$ cat src/rtl/mc8051_instr_sequencer_pkg.sv
// Shared types and constants for the mc8051 instruction sequencer.
// Covers the state encoding, the opcodes the sequencer handles specially, and the widths of the length/cycle fields.
package mc8051_instr_sequencer_pkg;

    // state | meaning: FETCH_OP opcode read, FETCH_OPR1/2 operand reads, EXEC datapath steps
    typedef enum logic [1:0] {
        ST_FETCH_OP   = 2'd0,
        ST_FETCH_OPR1 = 2'd1,
        ST_FETCH_OPR2 = 2'd2,
        ST_EXEC       = 2'd3
    } seq_state_e;

    localparam int LEN_W  = 2;
    localparam int CYC_W  = 3;
    localparam int STEP_W = 2;

    localparam logic [7:0] OP_NOP   = 8'h00;
    localparam logic [7:0] OP_LCALL = 8'h12;
    localparam logic [7:0] OP_MUL   = 8'hA4;
    localparam logic [7:0] OP_DIV   = 8'h84;

    // Packs a table entry as {len, cycles}.
    function automatic logic [LEN_W+CYC_W-1:0] info(input logic [LEN_W-1:0] len,
                                                    input logic [CYC_W-1:0] cycles);
        return {len, cycles};
    endfunction

endpackage

$ cat src/rtl/mc8051_instr_len_rom.sv
// Opcode -> {byte length, machine cycles} lookup for the standard 8051 instruction set.
// The table is decoded by opcode column, with the row selecting within a column.
module mc8051_instr_len_rom
    import mc8051_instr_sequencer_pkg::*;
#(
    parameter logic [7:0] ILLEGAL_OP = 8'hA5
) (
    input  logic [7:0]       opcode_i,
    output logic [LEN_W-1:0] len_o,
    output logic [CYC_W-1:0] cycles_o
);

    logic [3:0] hi;
    logic [3:0] lo;
    logic [LEN_W+CYC_W-1:0] info_d;

    assign hi = opcode_i[7:4];
    assign lo = opcode_i[3:0];

    always_comb begin
        info_d = info(2'd1, 3'd1);
        if (opcode_i == ILLEGAL_OP) begin
            info_d = info(2'd1, 3'd1);
        end else if (opcode_i == OP_MUL || opcode_i == OP_DIV) begin
            info_d = info(2'd1, 3'd4);
        end else begin
            case (lo)
                4'h0: begin
                    case (hi)
                        4'h0:                      info_d = info(2'd1, 3'd1);
                        4'h1, 4'h2, 4'h3, 4'h9:    info_d = info(2'd3, 3'd2);
                        4'hE, 4'hF:                info_d = info(2'd1, 3'd2);
                        default:                   info_d = info(2'd2, 3'd2);
                    endcase
                end
                4'h1: info_d = info(2'd2, 3'd2);
                4'h2: begin
                    case (hi)
                        4'h0, 4'h1:                info_d = info(2'd3, 3'd2);
                        4'h2, 4'h3, 4'hE, 4'hF:    info_d = info(2'd1, 3'd2);
                        4'h7, 4'h8, 4'h9:          info_d = info(2'd2, 3'd2);
                        default:                   info_d = info(2'd2, 3'd1);
                    endcase
                end
                4'h3: begin
                    case (hi)
                        4'h4, 4'h5, 4'h6:          info_d = info(2'd3, 3'd2);
                        4'h7, 4'h8, 4'h9, 4'hA,
                        4'hE, 4'hF:                info_d = info(2'd1, 3'd2);
                        default:                   info_d = info(2'd1, 3'd1);
                    endcase
                end
                4'h4: begin
                    case (hi)
                        4'h2, 4'h3, 4'h4, 4'h5,
                        4'h6, 4'h7, 4'h9:          info_d = info(2'd2, 3'd1);
                        4'hB:                      info_d = info(2'd3, 3'd2);
                        default:                   info_d = info(2'd1, 3'd1);
                    endcase
                end
                4'h5: begin
                    case (hi)
                        4'h7, 4'h8, 4'hB, 4'hD:    info_d = info(2'd3, 3'd2);
                        4'hA:                      info_d = info(2'd1, 3'd1);
                        default:                   info_d = info(2'd2, 3'd1);
                    endcase
                end
                // Columns 6..F address @Ri / Rn and share one row pattern.
                default: begin
                    case (hi)
                        4'h7:                      info_d = info(2'd2, 3'd1);
                        4'h8, 4'hA:                info_d = info(2'd2, 3'd2);
                        4'hB:                      info_d = info(2'd3, 3'd2);
                        4'hD:                      info_d = lo[3] ? info(2'd2, 3'd2) : info(2'd1, 3'd1);
                        default:                   info_d = info(2'd1, 3'd1);
                    endcase
                end
            endcase
        end
    end

    assign len_o    = info_d[LEN_W+CYC_W-1:CYC_W];
    assign cycles_o = info_d[CYC_W-1:0];

endmodule

$ cat src/rtl/mc8051_instr_sequencer.sv
// Instruction fetch/sequencing controller: fetches opcode and operands, steps the execute counter,
// owns the PC and injects LCALL for interrupts at instruction boundaries.
module mc8051_instr_sequencer
    import mc8051_instr_sequencer_pkg::*;
#(
    parameter logic [15:0] RESET_PC   = 16'h0000,
    parameter logic [7:0]  ILLEGAL_OP = 8'hA5
) (
    input  logic        i_clk,
    input  logic        i_rst,
    output logic        o_code_req,
    output logic [15:0] o_code_addr,
    input  logic        i_code_ack,
    input  logic [7:0]  i_code_data,
    output logic [7:0]  o_instr_buffer,
    output logic [1:0]  o_multi_cycle_times,
    output logic [7:0]  o_operand1,
    output logic [7:0]  o_operand2,
    output logic        o_exec_valid,
    input  logic        i_exec_ready,
    input  logic        i_pc_load,
    input  logic [15:0] i_pc_new,
    output logic [15:0] o_pc,
    input  logic        i_int_req,
    input  logic [15:0] i_int_vector,
    output logic        o_int_ack,
    output logic        o_instr_done,
    output logic        o_illegal
);

    seq_state_e        state_q;
    logic [15:0]       pc_q;
    logic [7:0]        instr_q;
    logic [7:0]        opr1_q;
    logic [7:0]        opr2_q;
    logic [STEP_W-1:0] step_q;
    logic [LEN_W-1:0]  len_q;
    logic [CYC_W-1:0]  cycles_q;
    logic              exec_valid_q;
    logic              int_ack_q;
    logic              done_q;
    logic              illegal_q;

    logic [LEN_W-1:0]  rom_len;
    logic [CYC_W-1:0]  rom_cycles;
    logic [15:0]       pc_inc_d;
    logic [15:0]       pc_exec_d;
    logic              retire_d;

    mc8051_instr_len_rom #(
        .ILLEGAL_OP (ILLEGAL_OP)
    ) u_len_rom (
        .opcode_i (i_code_data),
        .len_o    (rom_len),
        .cycles_o (rom_cycles)
    );

    assign pc_inc_d  = pc_q + 16'd1;
    assign pc_exec_d = i_pc_load ? i_pc_new : pc_q;
    assign retire_d  = (state_q == ST_EXEC) && i_exec_ready
                       && ({1'b0, step_q} == (cycles_q - 3'd1));

    always_ff @(posedge i_clk) begin
        if (i_rst) begin
            state_q      <= ST_FETCH_OP;
            pc_q         <= RESET_PC;
            instr_q      <= OP_NOP;
            opr1_q       <= 8'h00;
            opr2_q       <= 8'h00;
            step_q       <= '0;
            len_q        <= 2'd1;
            cycles_q     <= 3'd1;
            exec_valid_q <= 1'b0;
            int_ack_q    <= 1'b0;
            done_q       <= 1'b0;
            illegal_q    <= 1'b0;
        end else begin
            int_ack_q <= 1'b0;
            done_q    <= 1'b0;
            illegal_q <= 1'b0;
            case (state_q)
                ST_FETCH_OP: begin
                    if (i_code_ack) begin
                        instr_q   <= i_code_data;
                        opr1_q    <= 8'h00;
                        opr2_q    <= 8'h00;
                        len_q     <= rom_len;
                        cycles_q  <= rom_cycles;
                        pc_q      <= pc_inc_d;
                        step_q    <= '0;
                        illegal_q <= (i_code_data == ILLEGAL_OP);
                        if (rom_len == 2'd1) begin
                            state_q      <= ST_EXEC;
                            exec_valid_q <= 1'b1;
                        end else begin
                            state_q <= ST_FETCH_OPR1;
                        end
                    end
                end
                ST_FETCH_OPR1: begin
                    if (i_code_ack) begin
                        opr1_q <= i_code_data;
                        pc_q   <= pc_inc_d;
                        if (len_q == 2'd2) begin
                            state_q      <= ST_EXEC;
                            exec_valid_q <= 1'b1;
                        end else begin
                            state_q <= ST_FETCH_OPR2;
                        end
                    end
                end
                ST_FETCH_OPR2: begin
                    if (i_code_ack) begin
                        opr2_q       <= i_code_data;
                        pc_q         <= pc_inc_d;
                        state_q      <= ST_EXEC;
                        exec_valid_q <= 1'b1;
                    end
                end
                ST_EXEC: begin
                    if (i_exec_ready) begin
                        pc_q <= pc_exec_d;
                        if (retire_d) begin
                            done_q <= 1'b1;
                            step_q <= '0;
                            // Interrupt: stay in EXEC with an LCALL; PC already holds the return address.
                            if (i_int_req) begin
                                instr_q   <= OP_LCALL;
                                opr1_q    <= i_int_vector[15:8];
                                opr2_q    <= i_int_vector[7:0];
                                cycles_q  <= 3'd2;
                                int_ack_q <= 1'b1;
                            end else begin
                                state_q      <= ST_FETCH_OP;
                                exec_valid_q <= 1'b0;
                            end
                        end else begin
                            step_q <= step_q + 2'd1;
                        end
                    end
                end
                default: state_q <= ST_FETCH_OP;
            endcase
        end
    end

    assign o_code_req          = (state_q != ST_EXEC);
    assign o_code_addr         = pc_q;
    assign o_pc                = pc_q;
    assign o_instr_buffer      = instr_q;
    assign o_operand1          = opr1_q;
    assign o_operand2          = opr2_q;
    assign o_multi_cycle_times = step_q;
    assign o_exec_valid        = exec_valid_q;
    assign o_int_ack           = int_ack_q;
    assign o_instr_done        = done_q;
    assign o_illegal           = illegal_q;

endmodule
$ cat config.mk
export PLATFORM = sky130hd
export DESIGN_NAME = mc8051_instr_sequencer
export DESIGN_NICKNAME = d
export VERILOG_FILES = /design/src/rtl/mc8051_instr_sequencer_pkg.sv /design/src/rtl/mc8051_instr_len_rom.sv /design/src/rtl/mc8051_instr_sequencer.sv
export SDC_FILE = /design/constraint.sdc
export NUM_CORES = 1
export LEC_CHECK = 0
export CORE_UTILIZATION = 47
export DETAILED_ROUTE_END_ITERATION = 7
export PLACE_DENSITY_LB_ADDON = 0.1
export SYNTH_ARGS = -nofsm -noshare
export SYNTH_HDL_FRONTEND = slang
export SYNTH_SLANG_ARGS = --single-unit
$ cat constraint.sdc
create_clock -name i_clk -period 3.5 [get_ports i_clk]
set_clock_uncertainty 0.2 [all_clocks]
set_input_delay 0.875 -clock i_clk [delete_from_list [all_inputs] [get_ports i_clk]]
set_output_delay 0.875 -clock i_clk [all_outputs]
set_load 0.01 [all_outputs]
After elaboration in Yosys (flattened, before gate mapping)
Memory sizes are Yosys's and may differ from the RTL's.
Index checks and enable logic that the tools add are counted.
{"block": "word_totals", "ff_bits": 53, "rom_bits": 176, "in_bits": 46, "output_inout_bits": 63, "elab_cells": 139, "n_memories": 3}
{"block": "op_classes", "add_sub_neg": 3, "n_eq_ne": 37, "n_mux": 54, "bitwise_logic": 5, "reduce_logical": 25}
{"memory": "(no name shown)", "words": 16, "word_bits": 4, "rd": 1, "rd_clocked_by_memory_dff": 0, "wr": 0, "line": "mc8051_instr_len_rom.sv:38", "rtl": "case (hi)"}
{"memory": "(no name shown)", "words": 16, "word_bits": 4, "rd": 1, "rd_clocked_by_memory_dff": 0, "wr": 0, "line": "mc8051_instr_len_rom.sv:54", "rtl": "case (hi)"}
{"memory": "(no name shown)", "words": 16, "word_bits": 3, "rd": 1, "rd_clocked_by_memory_dff": 0, "wr": 0, "line": "mc8051_instr_len_rom.sv:46", "rtl": "case (hi)"}
{"op": "$mux 8", "count": 11}
{"op": "$mux 16", "count": 3}
{"op": "$pmux 8 s3", "count": 2}
{"op": "$pmux 16 s2", "count": 1}
{"op": "$pmux 5 s6", "count": 1}
{"op": "$eq 4x4->1 const B", "count": 7}
{"op": "$eq 8x8->1 const B", "count": 3}
{"op": "$ne 2x2->1 const B", "count": 11}
{"op": "$mux 2", "count": 10}
{"op": "$pmux 5 s4", "count": 1}
{"op": "$reduce_and 6->1", "count": 3}
{"op": "$add 16x1->16 const B", "count": 1}
{"op": "$eq 4x2->1 const B", "count": 4}
{"op": "$pmux 8 s2", "count": 1}
{"op": "$mux 5", "count": 3}
{"op": "$pmux 5 s3", "count": 1}
{"op": "$eq 4x3->1 const B", "count": 3}
{"op": "$mux 3", "count": 4}
{"op": "$reduce_or 4->1", "count": 3}
{"op": "$mux 1", "count": 11}
{"op": "$pmux 5 s2", "count": 1}
{"op": "$reduce_or 3->1", "count": 3}
{"op": "$eq 4x1->1 const B", "count": 2}
{"op": "$logic_not 4->1", "count": 2}
{"op": "21 further kinds", "count": 32}

Longest topological paths before layout
Gate-level depths: netlist (run 1).
{"block": "logic_depth", "word_depth": 10, "ltp_mapped": 10}

Cells and area by module
A second synthesis (run 1) with hierarchy kept.
{"block": "unflattened", "hier_cells": 469, "hier_area_um2": 3731.1}
{"mod": "mc8051_instr_sequencer", "instances": 1, "cells_each": 377, "area_per_inst_um2": 3064.2, "seq_area_each_um2": 1061.0}
{"mod": "mc8051_instr_len_rom", "instances": 1, "cells_each": 92, "area_per_inst_um2": 666.9, "seq_area_each_um2": 0.0}

Worst setup path after synthesis (run 1)
OpenSTA, ideal clock, no wires.
{"block": "synth_path", "path_kind": "input to register", "start": "input port i_code_data[6]", "end": "register len_q[0]", "setup_time_ns": 0.120, "t_arrival_ns": 2.411, "required_ns": 3.180, "setup_slack_ns": 0.769, "cell_stages": 7, "path_buffers": 1, "path_cell_list": "buf_4 > nand3b_1 > or2_0 > and3b_1 > or4_4 > nor2b_4 > a211o_1"}
{"block": "synth_via", "elab_chain_len": 6}
{"element": "start, declared", "line": "mc8051_instr_sequencer.sv:14", "rtl": "input logic [7:0] i_code_data,"}
{"element": "$eq 4x1->1 (tied with other cells)", "line": "mc8051_instr_len_rom.sv:29", "rtl": "case (hi)"}
{"element": "$reduce_or 4->1 (tied with other cells)", "line": "mc8051_instr_len_rom.sv:29"}
{"element": "$pmux 5 s3 (tied with other cells)", "line": "mc8051_instr_len_rom.sv:29"}
{"element": "$pmux 5 s6", "line": "mc8051_instr_len_rom.sv:27", "rtl": "case (lo)"}
{"element": "$mux 5", "line": "mc8051_instr_len_rom.sv:24", "rtl": "end else if (opcode_i == OP_MUL || opcode_i == OP_DIV) begin"}
{"element": "$mux 5 (*)", "line": "mc8051_instr_len_rom.sv:22", "rtl": "if (opcode_i == ILLEGAL_OP) begin"}
{"element": "end signal, assigned", "line": "mc8051_instr_sequencer.sv:87", "rtl": "len_q <= rom_len;"}
{"element": "end, declared", "line": "mc8051_instr_sequencer.sv:37", "rtl": "logic [LEN_W-1:0] len_q;"}
Every way passes the cells marked *; elsewhere a longest branch is shown, timed or not.
A chain may end at the register's enable or synchronous reset.

Worst setup path in the final report (run 1)
Ends and elaborated chain as after synthesis.

==> results of run 1 <==
-- cells in the mapped netlist (3+ instances only) --
| cell | number |
|---|---|
| dfxtp_1 | 53 |
| nor2_1 | 47 |
| a21oi_1 | 34 |
| a211oi_1 | 26 |
| nand2_1 | 26 |
| o21ai_0 | 21 |
| a22oi_1 | 20 |
| buf_4 | 20 |
| clkbuf_1 | 18 |
| nor3_1 | 14 |
| inv_1 | 13 |
| ha_1 | 12 |
| nand3_1 | 12 |
| buf_2 | 8 |
| nand2b_1 | 7 |
| and3_1 | 6 |
| nor4_1 | 5 |
| o22ai_1 | 5 |
| or3_1 | 5 |
| a31oi_1 | 4 |
| buf_1 | 4 |
| nand4_1 | 4 |
| o21ai_1 | 4 |
| o31ai_1 | 4 |
| a211o_1 | 3 |
| a21o_1 | 3 |
| a221oi_1 | 3 |
| and3b_1 | 3 |
| nor2b_1 | 3 |
| xor2_1 | 3 |
-- metal layers --
layer / vias up / global-route usage, %
met2: 111 / 45.24
met1: 1693 / 33.43
met3: 10 / 4.667
li1: 1741 / -
met5: - / 0
met4: 0 / 8.485
-- power groups by stage --
stage	Sequential (W)	Combinational [W]	Clock (W)
finish	0.000885	0.00134	0.000362
global route	0.000906	0.00148	0.000396
CTS	0.000884	0.00135	0.000369
detailed placement	0.000897	0.00134	0
global placement	0.000889	0.00132	0
floorplan	0.000946	0.000782	0
-- worst max-delay path by stage --
| stage | to | slack, ns | depth (start not counted) |
|---|---|---|---|
| after floorplan | len_q[0] | 0.77 | 7 |
| after global placement | len_q[0] | 0.14 | 7 |
| after detailed placement | len_q[0] | 0.13 | 7 |
| after CTS | len_q[0] | 0.45 | 7 |
| after global routing | state_q[1] | 0.29 | 10 |
| final | len_q[0] | 0.43 | 7 |
-- logic make-up (layout without fill, tap and decap cells) --
logic type	after synthesis	in the layout	synth area share, %
buf+inv	64	154	9.705
compound gates	147	147	29.30
flops	53	53	31.65
xor+xnor	5	5	1.307
simple gates	147	147	22.62
fa+ha+maj	12	12	4.479
mux	3	3	0.9332
-- sequential cells by signal, summed over array words and instances (netlist names) --
signal               cells
o_code_addr             16
o_instr_buffer           8
o_operand1               8
o_operand2               8
cycles_q                 3
len_q                    2
o_multi_cycle_times      2
state_q                  2
o_exec_valid             1
o_illegal                1
o_instr_done             1
o_int_ack                1
-- through the flow --
step | hold slack [ns] | setup slack, ns | instances
after floorplan | 0.2354 | 0.7689 | 431
after global placement | 0.2534 | 0.1410 | 609
after detailed placement | 0.2522 | 0.1277 | 609
after CTS | 0.2748 | 0.4499 | 617
after global routing | 0.2916 | 0.2912 | 617
final | 0.2715 | 0.4309 | 617
-- layout make-up --
cell class | instances | area share, %
multi-input combinational | 314 | 43.24
timing repair buffer | 132 | 27.60
sequential | 53 | 23.31
tap | 96 | 2.639
clock buffer | 5 | 1.512
inverter | 14 | 1.154
clock inverter | 3 | 0.5498
-- worst register-to-register path: stages, from the launching register on --
cell and delay [ns]:
dfxtp_1 0.39, inv_1 0.06, ha_1 0.30, xor2_1 0.22, nand4_1 0.25, o21ai_2 0.33
and3b_1 0.58, nor2_1 0.10, a211oi_1 0.23
==> results.sh, run 1 <==
export IMPL_status="completed"
export IMPL_setup_violations=0
export IMPL_fin_tns_setup_ns=0
export IMPL_end_kind="register"
export IMPL_grt_util_all_layers_pct=26.32
export IMPL_ys_ff_latch=53
export IMPL_cp_top_family="simple AND/OR/NAND/NOR gates"
export IMPL_syn_inst=431
export IMPL_grt_max_degree=56
export IMPL_max_slew_margin_pct=62.11
export IMPL_yosys_warnings=0
export IMPL_layout_common_cells="107 x clkdlybuf4s50_1, 53 x dfxtp_1, 47 x nor2_1"
export IMPL_p_per_area_nw_per_um2=568.5
export IMPL_synth_area_leaders="dfxtp_1 32%, a211oi_1 5.8%, nor2_1 5.3%"
export IMPL_p_leak_nw=1.648
export IMPL_seq_area_um2=1061
export IMPL_multi_input_area_um2=1968
export IMPL_drt_iter0_drc=173
export IMPL_die_h_um=86.45
export IMPL_grt_pass1_wl_um=15750
export IMPL_p_clk_share_pct=14.0
export IMPL_ios=109
export IMPL_slowest_stage="clkdlybuf4s50_1"
export IMPL_postSynth_asyncResetShare_pct=0
export IMPL_min_period_ns=3.069
export IMPL_clk_pin_slew_ns=0.09
export IMPL_antenna_left=0
export IMPL_fin_area_um2=4552
export IMPL_maxCapViolations=0
export IMPL_synth_edf_count=0
export IMPL_worstSetupStartpointType="input port"
export IMPL_wl_met1_um=4272
export IMPL_area_delta_synth_final_pct=35.80
export IMPL_worst_pin_slew_ns=0.5684
export IMPL_layout_drive_gt1_share_pct=9.021
export IMPL_crit_path_start="i_code_data[6]"
export IMPL_dpl_hpwl_um=7040
export IMPL_num_vias=3555
export IMPL_cts_made_buffers=5
export IMPL_power_w=0.002588
export IMPL_slowest_delay_ns=0.66
export IMPL_top_layer_used="met4"
export IMPL_arrival_ns=3.07
export IMPL_grt_pass1_vias=3322
export IMPL_fp_dieArea_um2=7474
export IMPL_max_freq_ghz=0.3258
export IMPL_wire_per_inst_um=15.62
export IMPL_die_w_um=86.45
export IMPL_hold_end="len_q[0]"
export IMPL_crit_required_ns=3.50
export IMPL_dr_wl_met2_um=4737
export IMPL_avgSynthCellArea_um2=7.777
export IMPL_reg2regPathDepth=8
export IMPL_r2r_start="cycles_q[0]"
export IMPL_r2r_setup_slack_ns=0.76
export IMPL_core_area_um2=6832
export IMPL_drt_total_wl_um=9635
export IMPL_insertion_delay_ns=0.31
export IMPL_pwr_share_seq_pct=34.2
export IMPL_whs_path_depth=1
export IMPL_synthFlopType="dfxtp_1"
export IMPL_p_int_w=0.001557
export IMPL_rows=30
export IMPL_synth_top_cell_by_area="dfxtp_1"
export IMPL_dr_wl_met3_um=497
export IMPL_cts_root_buf="clkbuf_8"
export IMPL_post_cts_buffers=0
export IMPL_clock_sinks=53
export IMPL_path_buf_inv=1
export IMPL_power_share_switching_pct=39.83
export IMPL_worstPathCellList="clkdlybuf4s50_1 > nand3b_1 > or2_0 > and3b_1 > or4_4 > nor2b_4 > a211o_1"
export IMPL_cts_tree="built"
export IMPL_final_core_util_pct=66.63
export IMPL_dr_pass1_iters=5
export IMPL_holdCritStartpoint="len_q[0]"
export IMPL_maxSlewViolCount=0
export IMPL_ctsResizeCount=0
export IMPL_htree_levels=2
export IMPL_antenna_cells=0
export IMPL_finalHoldViolCount=0
export IMPL_ir_drop_mv=0.3767
export IMPL_path_max_fanout=9
export IMPL_port_buffers=108
export IMPL_rsz0062_at_grt="false"
export IMPL_clockBufferDepth=2
export IMPL_start_util_pct=49.07
export IMPL_gp_congestion=0.8871
export IMPL_antenna_found_initial=0
export IMPL_final_min_period_over_clock_period_pct=87.69
export IMPL_power_switching_w=0.001031
export IMPL_route_detailed_drc=0
export IMPL_synth_area_um2=3352
export IMPL_criticalPathCategory="input port to register"
export IMPL_rr_endpoint="o_operand1[5]"
export IMPL_placed_cell_area_um2=4458
export IMPL_grt_overflow=0
export IMPL_syn_num_nets=489
export IMPL_via_per_inst=5.762
export IMPL_ys_seq_area_share_pct=31.65
export IMPL_pwr_share_comb_pct=51.8
export IMPL_hp_class="register to register"
export IMPL_netlist_area_leader_share_pct=31.65
export IMPL_ctsHoldBuffers=0
export IMPL_nFillCells=639
export IMPL_yosysUniqueCellTypes=63
export IMPL_final_common_cell="clkdlybuf4s50_1"
export IMPL_nNetsFinal=578
Power figures use the tool's default switching activity.
==> run 2, diff against run 1 <==
Settings changed: SKIP_CTS_REPAIR_TIMING set to 1.
==> results of run 2 <==
The final DEF is identical to that of run 1; final timing and power are the same.
==> run 3, diff against run 2 <==
Settings changed: CORE_ASPECT_RATIO set to 0.8.
==> run 3 against run 2 <==
Compared with the run above: final area increased by 0.74%; clock-buffer cell count increased by 2; core utilization decreased by 0.090 points; total power increased by 3.2%; maximum frequency decreased by 0.94%; critical path depth increased by 1; critical path type unchanged.
==> results.sh, run 3 (synthesized netlist as in run 1, its figures left out) <==
export IMPL_status="completed"
export IMPL_cts_tree="built"
export IMPL_ios=109
export IMPL_gp_congestion=0.9549
export IMPL_fp_dieArea_um2=7476
export IMPL_route_detailed_drc=0
export IMPL_slowest_delay_ns=0.53
export IMPL_finalHoldViolCount=0
export IMPL_crit_path_start="i_code_data[5]"
export IMPL_nFillCells=606
export IMPL_path_buf_inv=2
export IMPL_p_clk_share_pct=16.1
export IMPL_cp_top_family="simple AND/OR/NAND/NOR gates"
export IMPL_rsz0062_at_grt="false"
export IMPL_crit_required_ns=3.50
export IMPL_min_period_ns=3.098
export IMPL_ir_drop_mv=0.3810
export IMPL_grt_overflow=0
export IMPL_end_kind="register"
export IMPL_num_vias=3558
export IMPL_clk_pin_slew_ns=0.09
export IMPL_worstPathCellList="clkdlybuf4s50_1 > buf_4 > or2b_1 > o221ai_1 > o21ai_0 > or4_4 > nor2b_4 > a211o_1"
export IMPL_die_w_um=96.42
export IMPL_dpl_hpwl_um=7033
export IMPL_core_area_um2=6892
export IMPL_hp_class="register to register"
export IMPL_pwr_share_seq_pct=33.0
export IMPL_cts_made_buffers=5
export IMPL_layout_common_cells="107 x clkdlybuf4s50_1, 53 x dfxtp_1, 47 x nor2_1"
export IMPL_rr_endpoint="o_operand2[2]"
export IMPL_fin_tns_setup_ns=0
export IMPL_grt_max_degree=56
export IMPL_cts_root_buf="clkbuf_8"
export IMPL_p_int_w=0.001657
export IMPL_hold_slack_ns=0.2815
export IMPL_pwr_share_comb_pct=50.9
export IMPL_grt_util_all_layers_pct=26.43
export IMPL_layout_drive_gt1_share_pct=9.351
export IMPL_crit_end="len_q[0]"
export IMPL_drt_iter0_drc=176
export IMPL_power_share_switching_pct=37.98
export IMPL_nNetsFinal=581
export IMPL_area_delta_synth_final_pct=36.80
export IMPL_antenna_cells=0
export IMPL_path_max_fanout=9
export IMPL_power_switching_w=0.001015
export IMPL_final_common_cell="clkdlybuf4s50_1"
export IMPL_wire_per_inst_um=15.81
export IMPL_arrival_ns=3.09
export IMPL_dp_slack_ns=0.1246
export IMPL_port_buffers=108
export IMPL_r2r_setup_slack_ns=0.73
export IMPL_worstSetupStartpointType="input port"
export IMPL_die_h_um=77.54
export IMPL_via_per_inst=5.823
export IMPL_max_slew_margin_pct=63.16
export IMPL_htree_levels=2
export IMPL_r2r_start="cycles_q[0]"
export IMPL_reg2regPathDepth=8
export IMPL_p_per_area_nw_per_um2=582.7
export IMPL_maxCapViolations=0
export IMPL_antenna_found_initial=0
export IMPL_p_leak_nw=1.676
export IMPL_criticalPathCategory="input port to register"
export IMPL_crit_cells=8
export IMPL_rows=27
export IMPL_max_freq_ghz=0.3228
export IMPL_setup_ws_ns=0.4018
export IMPL_worst_pin_slew_ns=0.5526
export IMPL_clockBufferDepth=2
export IMPL_setup_violations=0
export IMPL_antenna_left=0
export IMPL_slowest_stage="clkdlybuf4s50_1"
export IMPL_drt_total_wl_um=9658
export IMPL_maxSlewViolCount=0
export IMPL_start_util_pct=48.64
export IMPL_grt_pass1_vias=3201
export IMPL_grt_pass1_wl_um=15750
export IMPL_final_min_period_over_clock_period_pct=88.52
export IMPL_dr_pass1_iters=4
export IMPL_power_w=0.002672
export IMPL_insertion_delay_ns=0.30
export IMPL_clock_sinks=53
export IMPL_largest_reg_flops=16
-- run 3: per-layer routing --
metal	track usage, %	vias to the layer above	part of all wire [%]
met2	39.93	109	45
met1	39.76	1701	49
met3	3.922	2	5.5
li1	-	1746	-
met4	4.706	0	0.31
met5	0	-	0
-- run 3: area by class of cell --
cell class | instances | area [µm²] | area share [%]
multi-input combinational | 314 | 1968 | 42.92
sequential | 53 | 1061 | 23.14
clock inverter | 1 | 30.03 | 0.6548
timing repair buffer | 135 | 1279 | 27.89
tap | 87 | 108.9 | 2.374
clock buffer | 7 | 86.33 | 1.883
inverter | 14 | 52.55 | 1.146
-- run 3: power by group through the flow --
stage               Combinational (W)  Sequential, W  Clock (W)
floorplan                    0.000782       0.000946          0
global placement              0.00133       0.000886          0
detailed placement            0.00135       0.000896          0
CTS                           0.00136       0.000882   0.000442
global route                  0.00151       0.000904   0.000467
finish                        0.00136       0.000883   0.000430
-- run 3: how the worst min path moves through the flow --
stage	to	cells after the start	start	slack, ns
detailed placement	len_q[0]	1	len_q[0]	0.26
finish	len_q[0]	1	len_q[0]	0.28
CTS	len_q[0]	1	len_q[0]	0.28
global route	len_q[0]	1	len_q[0]	0.31
global placement	len_q[0]	1	len_q[0]	0.25
floorplan	len_q[0]	1	len_q[0]	0.24
-- run 3: metrics by stage --
step	util (%)	cells	cell area, µm²
CTS	66.54	611	4586
detailed placement	64.85	603	4469
finish	66.54	611	4586
floorplan	-	431	3352
global placement	64.85	603	4469
global route	66.54	611	4586
